**config.mk**
```make
export PLATFORM = sky130hd
export DESIGN_NAME = shift_exec_unit
export DESIGN_NICKNAME = d
export VERILOG_FILES = /design/src/rtl/shift_exec_unit.sv
export SDC_FILE = /design/constraint.sdc
export NUM_CORES = 1
export LEC_CHECK = 0
export CORE_MARGIN = 10
export CORE_UTILIZATION = 36
export CTS_BUF_LIST = sky130_fd_sc_hd__clkbuf_8
export DETAILED_ROUTE_END_ITERATION = 7
export PLACE_DENSITY_LB_ADDON = 0.05
export RECOVER_POWER = 100
export SETUP_SLACK_MARGIN = 0.05
export SLEW_MARGIN = 20
export SYNTH_ARGS = -nofsm -noshare
export SYNTH_HDL_FRONTEND = slang
export SYNTH_SLANG_ARGS = --single-unit
```
**constraint.sdc**
```tcl
create_clock -name clk -period 2.3 [get_ports clk]
set_input_delay 0.345 -clock clk [delete_from_list [all_inputs] [get_ports clk]]
set_output_delay 0.345 -clock clk [all_outputs]
set_load 0.05 [all_outputs]
```
**src/rtl/shift_exec_unit.sv**
```systemverilog
// rtl/shift_exec_unit.sv - two-stage RV32I SLL/SRL/SRA execute unit built on one left barrel shifter
// Right shifts run through the left shifter by reversing the operand before and after.
module shift_exec_unit #(
   parameter int TAG_W = 5
) (
   input  logic             clk,
   input  logic             rst_n,
   input  logic             flush,
   input  logic             in_valid,
   output logic             in_ready,
   input  logic [1:0]       in_op,
   input  logic [31:0]      in_a,
   input  logic [4:0]       in_shamt,
   input  logic [TAG_W-1:0] in_tag,
   output logic             out_valid,
   input  logic             out_ready,
   output logic [31:0]      out_result,
   output logic [TAG_W-1:0] out_tag
);

   localparam logic [1:0] OP_SLL = 2'b00;
   localparam logic [1:0] OP_SRL = 2'b01;
   localparam logic [1:0] OP_SRA = 2'b10;
   localparam logic [1:0] OP_RSV = 2'b11;

   function automatic logic [31:0] bit_rev(input logic [31:0] v);
      logic [31:0] r;
      for (int i = 0; i < 32; i++) begin
         r[i] = v[31-i];
      end
      return r;
   endfunction

   // S1: conditioned operand and decoded op
   logic             s1_valid;
   logic [1:0]       s1_op;
   logic [4:0]       s1_shamt;
   logic [TAG_W-1:0] s1_tag;
   logic [31:0]      s1_a;
   logic             s1_sign;

   // S2: registered result
   logic             s2_valid;
   logic [31:0]      s2_result;
   logic [TAG_W-1:0] s2_tag;

   logic             s2_adv;
   logic             s1_adv;
   logic [31:0]      in_cond;
   logic [31:0]      shl;
   logic [31:0]      s2_next;

   assign s2_adv   = !s2_valid || out_ready;
   assign s1_adv   = !s1_valid || s2_adv;
   assign in_ready = s1_adv && !flush;

   assign in_cond  = (in_op == OP_SRL || in_op == OP_SRA) ? bit_rev(in_a) : in_a;

   always_comb begin
      shl     = s1_a << s1_shamt;
      s2_next = shl;
      case (s1_op)
         OP_SLL:  s2_next = shl;
         OP_SRL:  s2_next = bit_rev(shl);
         // sign fill covers the top shamt bits; the mask is empty when shamt = 0
         OP_SRA:  s2_next = bit_rev(shl) | (s1_sign ? ~(32'hFFFF_FFFF >> s1_shamt) : 32'h0);
         OP_RSV:  s2_next = s1_a;
         default: s2_next = shl;
      endcase
   end

   always_ff @(posedge clk or negedge rst_n) begin
      if (!rst_n) begin
         s1_valid  <= 1'b0;
         s1_op     <= 2'b00;
         s1_shamt  <= 5'd0;
         s1_tag    <= '0;
         s1_a      <= 32'h0;
         s1_sign   <= 1'b0;
         s2_valid  <= 1'b0;
         s2_result <= 32'h0;
         s2_tag    <= '0;
      end else if (flush) begin
         s1_valid <= 1'b0;
         s2_valid <= 1'b0;
      end else begin
         if (s2_adv) begin
            s2_valid <= s1_valid;
            if (s1_valid) begin
               s2_result <= s2_next;
               s2_tag    <= s1_tag;
            end
         end
         if (s1_adv) begin
            s1_valid <= in_valid;
            if (in_valid) begin
               s1_op    <= in_op;
               s1_shamt <= in_shamt;
               s1_tag   <= in_tag;
               s1_a     <= in_cond;
               s1_sign  <= in_a[31];
            end
         end
      end
   end

   assign out_valid  = s2_valid;
   assign out_result = s2_result;
   assign out_tag    = s2_tag;

endmodule

```
* Word-level counts from Yosys, hierarchy flattened
Index checks and enable logic that the tools add are counted.
** Word-level totals
- Register bits :: 84
- Input port bits :: 49
- Output and inout bits :: 39
- Word-level logic and storage cells :: 38
** Cells by class
- Eq/ne operators :: 5
- Shift operators :: 2
- Mux-type cells :: 7
- Bitwise logic cells :: 3
- Reductions and logical operators :: 12
** Operator list (number)
- one-hot mux 32 bit (4 select lines) :: 1
- two-way mux 32 bit :: 2
- inverter 32 bit :: 1
- bitwise OR 32 bit :: 1
- left shift 32 x 5 -> 32 bit :: 1
- right shift 32 x 5 -> 32 bit (first input constant) :: 1
- equality test 2 bit (second input constant) :: 3
- AND reduction 3 bit :: 2
- equality test 2 x 1 -> 1 bit (second input constant) :: 2
- two-way mux 1 bit :: 4
- nonzero test 2 bit :: 2
- zero test 1 bit :: 3
- logical OR 1 bit :: 3
- zero test 2 bit :: 1
- logical AND 1 bit :: 1
- inverter 1 bit :: 1

* Longest topological paths before layout
- Depth in word-level cells :: 5
- Depth in mapped cells :: 10
- Depth with buffers taken out :: 6

* Worst setup path after synthesis
No wires, ideal clock.
- Kind :: register to register
- Start :: reg s2_valid (netlist: out_valid)
- End :: reg s1_a[15]
- Library setup time :: 139 ps
- Arrival time :: 2486 ps
- Data required time :: 2161 ps
- Slack :: -325 ps
- Stages on the path, launching flop included :: 8
- Buffers on the path :: 2
- Period minus slack after synthesis :: 2625 ps
- Cells stage by stage :: dfrtp_1 > nor2b_1 > a21oi_1 > nand2_1 > buf_1 > clkbuf_1 > nand2_1 > o21ai_0
** On the way
- Word-level cells in the longest chain between the ends :: 4
** Ends and longest elaborated chain
- start: declaration :: RTL line 43 : logic s2_valid;
- start signal: assignment :: RTL line 88 : s2_valid <= s1_valid;
- zero test 1 bit :: RTL line 53 : assign s2_adv = !s2_valid || out_ready;
- logical OR 1 bit :: RTL line 53
- logical OR 1 bit :: RTL line 54 : assign s1_adv = !s1_valid || s2_adv;
- AND reduction 3 bit (no source line)
- end signal: assignment :: RTL line 100 : s1_a <= in_cond;
- end: declaration :: RTL line 39 : logic [31:0] s1_a;
No other way between the ends.
A chain may end at the register's enable or synchronous reset.

* Worst setup path after layout
- Start :: reg s1_shamt[0]
- End :: reg s2_result[13] (netlist: out_result[13])
** On the way
- Word-level cells in the longest chain between the ends :: 5
- Elaborated cells between the ends (all ways) :: 6
- Classes of those cells :: 2 x shift; 2 x mux; 2 x bitwise
** Ends and longest elaborated chain
- start: declaration :: RTL line 37 : logic [4:0] s1_shamt;
- start signal: assignment :: RTL line 98 : s1_shamt <= in_shamt;
- right shift 32 x 5 -> 32 bit :: RTL line 66 : OP_SRA: s2_next = bit_rev(shl) | (s1_sign ? ~(32'hFFFF_FFFF >> s1_shamt) : 32'h0);
- inverter 32 bit :: RTL line 66
- two-way mux 32 bit :: RTL line 66
- bitwise OR 32 bit :: RTL line 66
- one-hot mux 32 bit (4 select lines) * :: RTL line 62 : case (s1_op)
- end signal: assignment :: RTL line 90 : s2_result <= s2_next;
- end: declaration :: RTL line 44 : logic [31:0] s2_result;
Mark *: on every way between the ends. The rest lies on a longest branch, timed or not.

==> flow_summary_export.csv <==
group,metric,value,unit
clocking,cts_tree,"built",
clocking,clk_latency,400,ps
detailed_routing,viasPerCell,5.90,
cells_and_area,ff_latch_area,2100,sq um
detailed_routing,wire_per_inst,25.1,microns
placement,place_ws,-34.6,ps
logic_synthesis,synthCells,716,
global_route,grt_max_degree,70,
worst_setup_path,arrival,2570,ps
cells_and_area,nFillCells,1660,
timing,slew_headroom,17.2,%
detailed_routing,drtIter0Drc,515,
clocking,h-tree-depth,3,
worst_setup_path,crit_type,"flip-flop to flip-flop",
placement,hpwl,22600,microns
placement,gp_congestion,0.938,
pwr,cellPowerDensity,906,nW/um^2
timing,worst_clock_skew,23.5,ps
pwr,irDropWorstVdd,527,uV
cells_and_area,fin_util,51.4,%
worst_setup_path,path_cells,"buf_12, mux4_2, mux2_4, nand2_2, o21ai_2, or3b_1, a22o_1",
logic_synthesis,yosysWarnings,0,
floorplanning,start_util,36.9,%
timing,max_freq,439,MHz
logic_synthesis,synth_nets,765,
detailed_routing,vias,6665,
worst_setup_path,cp-start-kind,"flip-flop",
detailed_routing,drc,0,
timing,period_needed,2280,ps
global_route,grt_overflow,0,
worst_setup_path,cp_slowest_cell,"mux4_2",
clocking,clock-root-buffer,"clkbuf_8",
clocking,clkTransAtPathRegs,110,ps
cells_and_area,n_antenna_cell,0,
pwr,leakagePower,0.00389,uW
logic_synthesis,ys_seq_elements,84,
global_route,track_usage,23.3,%
worst_setup_path,crit_fanout,28,
worst_setup_path,cp_top_family,"multiplexers",
timing,hold_viol,0,
outcome,status,"finished, final reports clean",
logic_synthesis,yosysUniqueCellTypes,63,
logic_synthesis,synth_edf_count,0,
cells_and_area,multi_input_area,4270,sq um
logic_synthesis,synthTopCellsByArea,"dfrtp_1, mux4_2, mux2i_1, nand2_1, o21ai_0",
timing,worst_slack,19.7,ps
floorplanning,dieArea,23600,sq um
clocking,cts_buffers,9,
cells_and_area,area_growth,39.2,%
logic_synthesis,yosysTopAreaCellShare,32.7,%
clocking,clock_path_buffers,2,
detailed_routing,firstDrtPassIters,5,
timing,setup_viol,0,
floorplanning,ioPinCount,88,
worst_setup_path,critPathBufInv,1,
logic_synthesis,synth-seq-area-share,32.7,%
floorplanning,rows,48,
logic_synthesis,netlist_area,6420,sq um
timing,tightest_slew,1240,ps
worst_setup_path,r2r_slack,20,ps
logic_synthesis,ys.flop_type,"dfrtp_1",
global_route,grt_pass1_vias,6696,
hold_path,hold_class,"flip-flop to flip-flop",
global_route,antenna_found_initial,1,
floorplanning,die_h,154,microns
timing,timing.final.crit_share,99.1,%
detailed_routing,drtAntennaViolNets,0,
logic_synthesis,async_flop_share,100,%
floorplanning,core_area,17400,sq um
timing,rsz0062_at_grt,"yes",
pwr,power,8100,uW
floorplanning,die_x,154,microns
worst_setup_path,worst_ep_required_time,2590,ps
placement,portBuffers,87,
flow_run,max-cap-violations,0,
worst_setup_path,slowest_delay,520,ps
cells_and_area,fin_nets,948,
cells_and_area,drive_gt1_share,31.2,%
logic_synthesis,synth_area_leader_cell,"dfrtp_1",
global_route,grt_pass1_wl,42800,microns
timing,drv_slew,0,
detailed_routing,totalWireLength,28400,microns
logic_synthesis,synth_area_per_cell,8.97,sq um
worst_setup_path,end_kind,"flip-flop",
clocking,cts.sinks,84,
==> metal layers <==
layer | vias to the layer above | wire length (microns) | GRT usage (%)
li1 | 3033 | - | -
met1 | 3327 | 12400 | 30.9
met2 | 276 | 13500 | 37.5
met3 | 29 | 1890 | 5.02
met4 | 0 | 549 | 6.48
met5 | - | 0 | 0
==> cell usage after synthesis (all sizes together), types with 6 or more instances <==
cell    count
nand2b      8
a211oi      6
nand2     120
o21ai      78
a21oi      38
o211ai      8
clkbuf     40
a22oi       6
dfrtp      84
nor2       44
o31ai       7
a221oi      9
mux2i      65
nor2b      11
o221ai     13
buf        25
mux4       31
nand3       9
nor3       14
and2        7
mux2       25
o22ai       9
==> state kept, by name, summed over array words and instances, names as in the netlist <==
name        cells
s1_shamt        5
out_valid       1
s1_tag          5
out_tag         5
s1_valid        1
out_result     32
s1_a           32
s1_sign         1
s1_op           2
==> power breakdown <==
| group | switching (uW) | leakage [uW] | internal [uW] | total [uW] |
|---|---|---|---|---|
| clock | 685 | 0.000109 | 533 | 1220 |
| sequential | 409 | 0.00104 | 1800 | 2210 |
| combinational | 2720 | 0.00274 | 1950 | 4670 |
| total | 3810 | 0.00389 | 4290 | 8100 |
==> placed cells by master, fill, tap and decap left out, types with 5 or more instances in the layout <==
cell / Yosys / final
buf_4: 2 / 129
dlygate4sd3_1: 0 / 40
a221oi_2: 0 / 5
buf_12: 0 / 6
o31ai_1: 7 / 6
nand2_1: 119 / 117
clkbuf_4: 0 / 5
a22oi_1: 6 / 6
nor2_1: 44 / 41
mux2i_2: 0 / 8
o211ai_1: 8 / 8
o221ai_1: 13 / 10
clkbuf_8: 0 / 9
o21ai_1: 8 / 9
nor2b_1: 11 / 9
nand2b_1: 8 / 8
clkdlybuf4s50_1: 0 / 46
mux2i_1: 65 / 56
o22ai_1: 9 / 7
nand3_1: 9 / 9
mux2_2: 25 / 21
o21ai_0: 69 / 66
a21o_1: 5 / 5
nor3_1: 13 / 12
mux4_2: 31 / 31
dfrtp_1: 84 / 82
a21oi_1: 38 / 35
==> cell type report <==
| class | count | share of cell area (%) |
|---|---|---|
| multi-input combinational | 562 | 47.7 |
| sequential | 84 | 23.5 |
| timing repair buffer | 237 | 23.0 |
| tap | 225 | 3.15 |
| clock buffer | 9 | 1.39 |
| clock inverter | 7 | 0.979 |
| inverter | 5 | 0.210 |
==> through the flow <==
step	area (sq um)	hold WS, ps	setup TNS [ps]	cells
after floorplan	6440	49.4	0	716
after global placement	8510	340	-32.7	1110
after detailed placement	8520	345	-34.6	1110
after CTS	8840	440	0	1129
after global routing	8940	501	-595	1129
final	8940	479	0	1129
==> cell families after synthesis <==
kind of cell    count (synthesis)  synth area share [%]
compound gates                209                  20.7
xor+xnor                        2                 0.273
buf+inv                        70                  5.04
flops                          84                  32.7
mux                           121                  25.4
simple gates                  230                  15.9
==> worst min-delay path, cell delays in order (launching register included) <==
cell and delay [ps]:
dfrtp_1 360, nand2_1 50, nand2_1 50
==> final timing paths <==
| check | startpoint | end | depth (start not counted) |
|---|---|---|---|
| min in group asynchronous | rst_n | out_result[31]$_DFFE_PN0P_ | 2 |
| max reg2reg | s1_shamt[0]$_DFFE_PN0P_ | out_result[13]$_DFFE_PN0P_ | 7 |
| max in group asynchronous | rst_n | s1_shamt[0]$_DFFE_PN0P_ | 3 |
| min reg2reg | s1_tag[2]$_DFFE_PN0P_ | out_tag[2]$_DFFE_PN0P_ | 2 |
| max | s1_shamt[0]$_DFFE_PN0P_ | out_result[13]$_DFFE_PN0P_ | 7 |
| min | s1_tag[2]$_DFFE_PN0P_ | out_tag[2]$_DFFE_PN0P_ | 2 |
==> what timing repair did <==
action | 4_1_cts | 5_1_grt
hold endpoints to repair | 34 | 0
gates resized for setup | 21 | 46
pin swaps | 0 | 9
hold buffers | 1 | 0
setup endpoints to repair | 16 | 29
setup buffers | 2 | 0
No activity file was read; power rests on OpenSTA's default activity.
